## config.mk

```make
export PLATFORM = sky130hd
export DESIGN_NAME = dma_region_guard
export DESIGN_NICKNAME = d
export VERILOG_FILES = /design/src/rtl/dma_guard_pkg.sv /design/src/rtl/dma_region_match.sv /design/src/rtl/dma_region_guard.sv
export SDC_FILE = /design/constraint.sdc
export NUM_CORES = 1
export LEC_CHECK = 0
export CORE_MARGIN = 5
export CORE_UTILIZATION = 35
export DETAILED_ROUTE_END_ITERATION = 8
export PLACE_DENSITY = 0.71
export SYNTH_ARGS = -nofsm -noshare
export SYNTH_HDL_FRONTEND = slang
export SYNTH_SLANG_ARGS = --single-unit
```

## constraint.sdc

```tcl
create_clock -name clk -period 1.9 [get_ports clk]
set_input_delay 0.285 -clock clk [delete_from_list [all_inputs] [get_ports clk]]
set_output_delay 0.285 -clock clk [all_outputs]
set_load 0.01 [all_outputs]
```

## src/rtl/dma_guard_pkg.sv

```systemverilog
// ---------------------------------------------------------------------------
// dma_guard_pkg
// Shared definitions for the DMA region guard:
//   state_t  - guard FSM encoding (KILL, WAIT, RUN)
//   MODE_RD  - mode bit index that blocks DMA reads
//   MODE_WR  - mode bit index that blocks DMA writes
//   CNT_W    - width of the KILL hold counter
// ---------------------------------------------------------------------------
package dma_guard_pkg;

    typedef enum logic [1:0] {
        KILL = 2'd0,
        WAIT = 2'd1,
        RUN  = 2'd2
    } state_t;

    localparam int MODE_RD = 0;
    localparam int MODE_WR = 1;
    localparam int CNT_W   = 8;

endpackage

```

## src/rtl/dma_region_match.sv

```systemverilog
// ---------------------------------------------------------------------------
// dma_region_match
// Single protected-region comparator.
// Ports:
//   base  (in,  ADDR_W) region start address
//   size  (in,  ADDR_W) region size in bytes, 0 disables the region
//   mode  (in,  2)      bit0 blocks reads, bit1 blocks writes
//   addr  (in,  ADDR_W) DMA address
//   en    (in,  1)      DMA access valid
//   we    (in,  1)      DMA write (1) / read (0)
//   viol  (out, 1)      access hits the region with a blocked direction
// ---------------------------------------------------------------------------
module dma_region_match
    import dma_guard_pkg::*;
#(
    parameter int ADDR_W = 16
) (
    input  logic [ADDR_W-1:0] base,
    input  logic [ADDR_W-1:0] size,
    input  logic [1:0]        mode,
    input  logic [ADDR_W-1:0] addr,
    input  logic              en,
    input  logic              we,
    output logic              viol
);

    // End address is one bit wider so a region reaching the top of the
    // address space does not wrap to zero and match nothing.
    logic [ADDR_W:0] end_addr;
    logic            hit;
    logic            blocked;

    assign end_addr = {1'b0, base} + {1'b0, size};
    assign hit      = en && (size != '0) && (addr >= base) && ({1'b0, addr} < end_addr);
    assign blocked  = we ? mode[MODE_WR] : mode[MODE_RD];
    assign viol     = hit && blocked;

endmodule

```

## src/rtl/dma_region_guard.sv

```systemverilog
// ---------------------------------------------------------------------------
// dma_region_guard
// Watches DMA traffic against NUM_REGIONS protected windows. A blocked access
// holds the CPU in reset (kill_rst) for at least HOLD_CYCLES cycles, then
// waits for the PC to reach RESET_HANDLER before releasing.
// Ports:
//   clk       (in,  1)           system clock
//   reset_n   (in,  1)           asynchronous active-low reset
//   pc        (in,  ADDR_W)      current program counter
//   dma_addr  (in,  ADDR_W)      DMA address
//   dma_en    (in,  1)           DMA access valid
//   dma_we    (in,  1)           DMA write (1) / read (0)
//   kill_rst  (out, 1)           registered CPU reset request
//   viol_addr (out, ADDR_W)      first violating address  [DMA_GUARD_CAPTURE_EN]
//   viol_we   (out, 1)           first violating direction [DMA_GUARD_CAPTURE_EN]
//   viol_map  (out, NUM_REGIONS) sticky per-region violation flags
// Optional feature macro: DMA_GUARD_CAPTURE_EN (violation capture registers).
// ---------------------------------------------------------------------------
module dma_region_guard
    import dma_guard_pkg::*;
#(
    parameter int                            ADDR_W        = 16,
    parameter int                            NUM_REGIONS   = 2,
    parameter logic [NUM_REGIONS*ADDR_W-1:0] REGION_BASE   = {16'hA000, 16'h0400},
    parameter logic [NUM_REGIONS*ADDR_W-1:0] REGION_SIZE   = {16'h2000, 16'h0C00},
    parameter logic [NUM_REGIONS*2-1:0]      REGION_MODE   = {2'b10, 2'b11},
    parameter int                            HOLD_CYCLES   = 4,
    parameter logic [ADDR_W-1:0]             RESET_HANDLER = 16'h0000
) (
    input  logic                   clk,
    input  logic                   reset_n,
    input  logic [ADDR_W-1:0]      pc,
    input  logic [ADDR_W-1:0]      dma_addr,
    input  logic                   dma_en,
    input  logic                   dma_we,
    output logic                   kill_rst,
`ifdef DMA_GUARD_CAPTURE_EN
    output logic [ADDR_W-1:0]      viol_addr,
    output logic                   viol_we,
`endif
    output logic [NUM_REGIONS-1:0] viol_map
);

    localparam logic [CNT_W-1:0] HOLD_LAST = CNT_W'(HOLD_CYCLES - 1);

    state_t                 state;
    logic [CNT_W-1:0]       cnt;
    logic [NUM_REGIONS-1:0] viol_vec;
    logic                   viol;
    logic                   run_entry;

    for (genvar i = 0; i < NUM_REGIONS; i++) begin : g_region
        dma_region_match #(
            .ADDR_W (ADDR_W)
        ) u_match (
            .base (REGION_BASE[i*ADDR_W +: ADDR_W]),
            .size (REGION_SIZE[i*ADDR_W +: ADDR_W]),
            .mode (REGION_MODE[i*2 +: 2]),
            .addr (dma_addr),
            .en   (dma_en),
            .we   (dma_we),
            .viol (viol_vec[i])
        );
    end

    assign viol = |viol_vec;

    // The only release path; a violation in WAIT takes priority over release.
    assign run_entry = (state == WAIT) && !viol && (pc == RESET_HANDLER);

    // kill_rst is assigned alongside every state change so it always reflects
    // the state being entered, giving one cycle from a RUN violation.
    always_ff @(posedge clk or negedge reset_n) begin
        if (!reset_n) begin
            state    <= KILL;
            cnt      <= '0;
            kill_rst <= 1'b1;
        end else begin
            case (state)
                KILL: begin
                    kill_rst <= 1'b1;
                    if (viol) begin
                        cnt <= '0;
                    end else if (cnt == HOLD_LAST) begin
                        state <= WAIT;
                        cnt   <= '0;
                    end else begin
                        cnt <= cnt + 1'b1;
                    end
                end
                WAIT: begin
                    if (viol) begin
                        state    <= KILL;
                        cnt      <= '0;
                        kill_rst <= 1'b1;
                    end else if (pc == RESET_HANDLER) begin
                        state    <= RUN;
                        kill_rst <= 1'b0;
                    end
                end
                RUN: begin
                    if (viol) begin
                        state    <= KILL;
                        cnt      <= '0;
                        kill_rst <= 1'b1;
                    end
                end
                default: begin
                    state    <= KILL;
                    cnt      <= '0;
                    kill_rst <= 1'b1;
                end
            endcase
        end
    end

    // Sticky flags: cleared on release, new violations OR'd in so set wins.
    always_ff @(posedge clk or negedge reset_n) begin
        if (!reset_n) begin
            viol_map <= '0;
        end else begin
            viol_map <= (run_entry ? '0 : viol_map) | viol_vec;
        end
    end

`ifdef DMA_GUARD_CAPTURE_EN
    // Holds the first offender until the next release.
    logic cap_valid;

    always_ff @(posedge clk or negedge reset_n) begin
        if (!reset_n) begin
            cap_valid <= 1'b0;
            viol_addr <= '0;
            viol_we   <= 1'b0;
        end else if (run_entry) begin
            cap_valid <= 1'b0;
            viol_addr <= '0;
            viol_we   <= 1'b0;
        end else if (viol && !cap_valid) begin
            cap_valid <= 1'b1;
            viol_addr <= dma_addr;
            viol_we   <= dma_we;
        end
    end
`else
    // Default build carries no capture state.
`endif

endmodule

```

Yosys cells after proc, flatten, opt, wreduce, memory -nomap -nowiden:

Cells that the tools add are included.

* register bits after elaboration: 13
* output and inout port bits: 3
* logic and storage cells: 48

* add/sub/neg operators: 1
* $lt $le $gt $ge: 4
* eq/ne operators: 8
* multiplexer cells: 16
* bitwise operators: 1
* reductions and logical operators: 14

Operator list (number)
* $mux 8: 3
* $ge 16x11->1 const B: 1
* $ge 16x16->1 const B: 1
* $logic_not 16->1: 1
* $lt 16x13->1 const B: 1
* $lt 16x16->1 const B: 1
* $pmux 8 s2: 1
* $mux 2: 6
* $add 8x1->8 const B: 1
* $eq 8x2->1 const B: 1
* $logic_and 1x1->1: 7
* $ne 2x2->1 const B: 3
* $pmux 2 s3: 1
* $mux 1: 4
* $reduce_and 4->1: 1
* $reduce_or 2->1: 2
* $ne 3x2->1 const B: 1
* $eq 2x1->1 const B: 1
* $eq 2x2->1 const B: 1
* $logic_not 2->1: 1
* $ne 2x1->1 const B: 1
* $or 2x2->2: 1
* $pmux 1 s2: 1
* $reduce_and 2->1: 1
* $logic_not 1->1: 1

Longest topological paths before layout:

* depth in word-level cells: 10
* depth in mapped cells: 8
* mapped depth without buffers: 7

Hierarchy:

From an unflattened synthesis, not the netlist that was laid out.

* cells, all modules: 461
* area total of the unflattened synthesis: 3772.4 um^2

By module, submodules not included
* dma_region_match at g_region[1].u_match: times used 1, cells each 201, area an instance 1547.7 um^2
* dma_region_match at g_region[0].u_match: times used 1, cells each 185, area an instance 1423.9 um^2
* dma_region_guard: times used 1, cells each 75, area an instance 800.8 um^2

Worst setup path before layout:

Ideal clock, no wire load.

* path type: register to register
* start: register cnt[0]
* end: register cnt[5]
* arrival time: 1581 ps
* data required time: 1823 ps
* slack: 241 ps
* stages on the path, launching flop included: 7
* buffers on the path: 0
* clock period less this slack: 1659 ps
* cell sequence: dfrtp_1 ha_1 nor2b_1 a31o_1 or2_1 or3_1 a21oi_1

* longest elaborated chain between the ends: 4
* elaborated cells on any way between the ends: 5

Ends and longest elaborated chain
* from (decl): RTL line dma_region_guard.sv:47 `logic [CNT_W-1:0] cnt;`
* from (signal assigned): RTL line dma_region_guard.sv:88 `cnt <= cnt + 1'b1;`
* $add 8x1->8 or $eq 8x2->1 (tied branches): RTL line dma_region_guard.sv:88, dma_region_guard.sv:84
* $mux 8 *: RTL line dma_region_guard.sv:84 `end else if (cnt == HOLD_LAST) begin`
* $mux 8 *: RTL line dma_region_guard.sv:82 `if (viol) begin`
* $pmux 8 s2 *: RTL line dma_region_guard.sv:79 `case (state)`

Every way passes the cells marked *; elsewhere a longest branch is shown, timed or not.
A chain may end at the register's enable or synchronous reset.

Worst setup path after layout:

* start: register cnt[0]
* end: register cnt[7]

Same word-level chain as after synthesis.

==> run_results.csv <==
group,metric,value,unit
run_status,status,"finished clean",
critical_path,worstPathArrival,1.98,ns
placed_design,dp.final_hpwl,1558,microns
grt,grt_pass1_wl,3346,microns
critical_path,startpoint_type,"flop",
clocking,cts_hold_buf,0,
clocking,clk_path_buf_depth,2,
sta,final_max_slew_viol_count,0,
power_and_ir_drop,pwr-share-clk,0.152,
power_and_ir_drop,p_seq_frac,0.336,
yosys,synth_xor_area_frac,0,
clocking,clock-root-buffer,"clkbuf_4",
critical_path,crit_fanout,4,
clocking,cts_tree,"yes",
grt,antenna_found_initial,0,
yosys,synthCells,93,
placed_design,dp_slack,-0.03222,ns
routing,viasPerCell,5.303,
sta,tns,0,ns
clocking,clock_sinks,13,
sta,skew,0.0004544,ns
grt,first_global_vias,819,
yosys,synth_compound_area_frac,0.1669,
clocking,clk_pin_slew,0.07,ns
final_layout,area_growth,46.90,%
critical_path,reg2regPathDepth,6,
yosys,synth_warnings,0,
sta,fmax,564.8,MHz
power_and_ir_drop,comb_power_share,0.512,
clocking,cts_made_buffers,3,
final_layout,layout-drive-gt1-share,0.07874,
final_layout,layout_common_cells,"clkdlybuf4s50_1 (28), dfrtp_1 (12), o21ai_0 (9), a21oi_1 (9), nor2_1 (9)",
sta,setup_ws,0.1295,ns
die,core,2170,sq um
routing,dr.pass1.iters,4,
power_and_ir_drop,p_per_area,939.5,nW/um^2
yosys,synth.distinct_cells,27,
hold_path,hp-class,"in2async",
critical_path,required,2.10,ns
yosys,syn_avg_cell_area,8.462,sq um
yosys,synth-seq-cells,13,
yosys,synth_nets,133,
yosys,synth-seq-area-share,0.4149,
power_and_ir_drop,switchingPower,0.4179,mW
grt,grt_max_degree,14,
die,initial_core_util,0.3627,
power_and_ir_drop,sw_frac_of_total,0.3847,
power_and_ir_drop,vdd_drop_max,0.6101,mV
sta,finalCriticalPeriod,1.771,ns
clocking,clk_latency,0.27,ns
critical_path,path_class,"reg2reg",
run,maxCapViolations,0,
sta,report.final.hold_viol_count,0,
routing,routedWlPerCell,12.43,microns
critical_path,ff2ff_setup_slack,0.13,ns
critical_path,critPathLaunch,"cnt[0]",
power_and_ir_drop,leakagePower,0.4894,nW
sta,rsz0062_at_grt,"false",
routing,drt-total-wl,1926,microns
placed_design,numPortBuffers,28,
power_and_ir_drop,p_int,0.6683,mW
critical_path,r2r_end,"cnt[7]",
placed_design,place_congestion,0.7842,
sta,fin_crit_sh,0.9319,
clocking,h-tree-depth,1,
die,fp.dieH,57.42,microns
yosys,netlist_area,787.0,sq um
sta,hold_ws,0.3808,ns
final_layout,layout.nets,168,
routing,drt_iter0_drc,22,
yosys,synth_top_family_by_area,"simple AND/OR/NAND/NOR gates",
grt,track_usage,0.1259,
die,dieArea,3297,sq um
critical_path,crit-reg2reg-launch,"cnt[0]",
critical_path,endpoint_kind,"flop",
yosys,synthSimpleGateAreaFrac,0.3132,
final_layout,final_common_cell,"clkdlybuf4s50_1",
sta,maxSlewHeadroom,0.6155,
final_layout,diodes,0,
die,placementRows,17,
yosys,synth.area.mux_share,0,
sta,finalSetupViolCount,0,
sta,worst_pin_slew,0.5749,ns
die,io_pins,39,
grt,overflow,0,
yosys,synth_fa_ha_area_frac,0.06359,
routing,num_vias,822,
routing,drc,0,
die,fp.dieW,57.42,microns
routing,postRouteAntennaNets,0,
-- routing by layer --
metal,routed length (microns),vias to the layer above,track usage,part of all wire
li1,-,409,-,-
met1,789,375,0.1322,0.41
met2,881,34,0.2226,0.46
met3,235,4,0.05656,0.12
met4,19,0,0.03974,0.0099
met5,0,-,0,0
-- power by group through the flow --
stage / Sequential, mW / Combinational [mW] / Clock [mW]
finish: 0.365 / 0.556 / 0.165
global route: 0.376 / 0.641 / 0.193
CTS: 0.366 / 0.547 / 0.174
detailed placement: 0.372 / 0.545 / 0
global placement: 0.369 / 0.522 / 0
floorplan: 0.362 / 0.375 / 0
-- kinds of logic after synthesis --
| family | after synthesis |
|---|---|
| AOI/OAI and AO/OA | 24 |
| DFF | 13 |
| and+or+nand+nor | 44 |
| buffers and inverters | 8 |
| adders and majority gates | 4 |
-- worst max-delay path, stage by stage, from the launching register on --
cell and delay, ns:
dfrtp_1 0.41, ha_1 0.22, nor2b_1 0.16, a31o_1 0.18
or2_1 0.24, or3_1 0.37, a21oi_2 0.13
-- worst max path at each step --
stage	endpoint	slack, ns	cells past startpoint
global placement	state[0]	0.02	6
finish	cnt[7]	0.13	6
CTS	cnt[7]	0.12	6
global route	state[0]	0.01	6
detailed placement	state[0]	-0.03	6
floorplan	cnt[5]	0.24	6
-- timing repair --
| item | CTS | global route |
|---|---|---|
| buffers inserted | 0 | 1 |
| resized for setup | 0 | 1 |
| endpoints found under the setup margin | 0 | 1 |
-- cell usage after synthesis --
cell type	number	area [sq um]
or2_1	1	6.260
buf_2	2	10.01
o21ai_0	9	45.04
dfrtp_1	12	300.3
and3_1	3	18.77
dfstp_2	1	26.28
nand2b_1	1	6.260
inv_1	5	18.77
nand3_1	6	30.03
ha_1	4	50.05
clkbuf_1	1	3.750
nor3_1	3	15.01
o211ai_1	1	7.510
nor4_1	4	25.02
o22ai_1	2	12.51
nand4b_1	1	8.760
a21o_1	1	7.510
nor2_1	9	33.78
nor3b_1	2	15.01
nand4_1	1	6.260
a31o_1	1	8.760
nand3b_1	2	15.01
nor2b_1	4	25.02
a21oi_1	10	50.05
or3_1	4	25.02
nor4b_1	1	8.760
nand2_1	2	7.510
-- stage by stage --
stage	power [mW]	cells	area, sq um	utilization
2_1_floorplan	0.7374	93	787.0	-
3_3_place_gp	0.8906	150	1119	0.5156
3_5_place_dp	0.9161	150	1119	0.5156
4_1_cts	1.087	154	1145	0.5277
5_1_grt	1.210	155	1156	0.5329
6_report	1.086	155	1156	0.5329
-- sequential cells by signal, summed over array words and instances, names as in the netlist --
| register | flops |
|---|---|
| state | 2 |
| viol_map | 2 |
| cnt | 8 |
| kill_rst | 1 |
-- area by class of cell --
type	instances	area (sq um)
Clock buffer	4	26.28
Sequential cell	13	326.6
Inverter	5	18.77
Timing Repair Buffer	33	317.8
Fill cell	220	1013
Multi-Input combinational cell	72	431.7
Tap cell	28	35.03
Power figures use the tool's default switching activity.
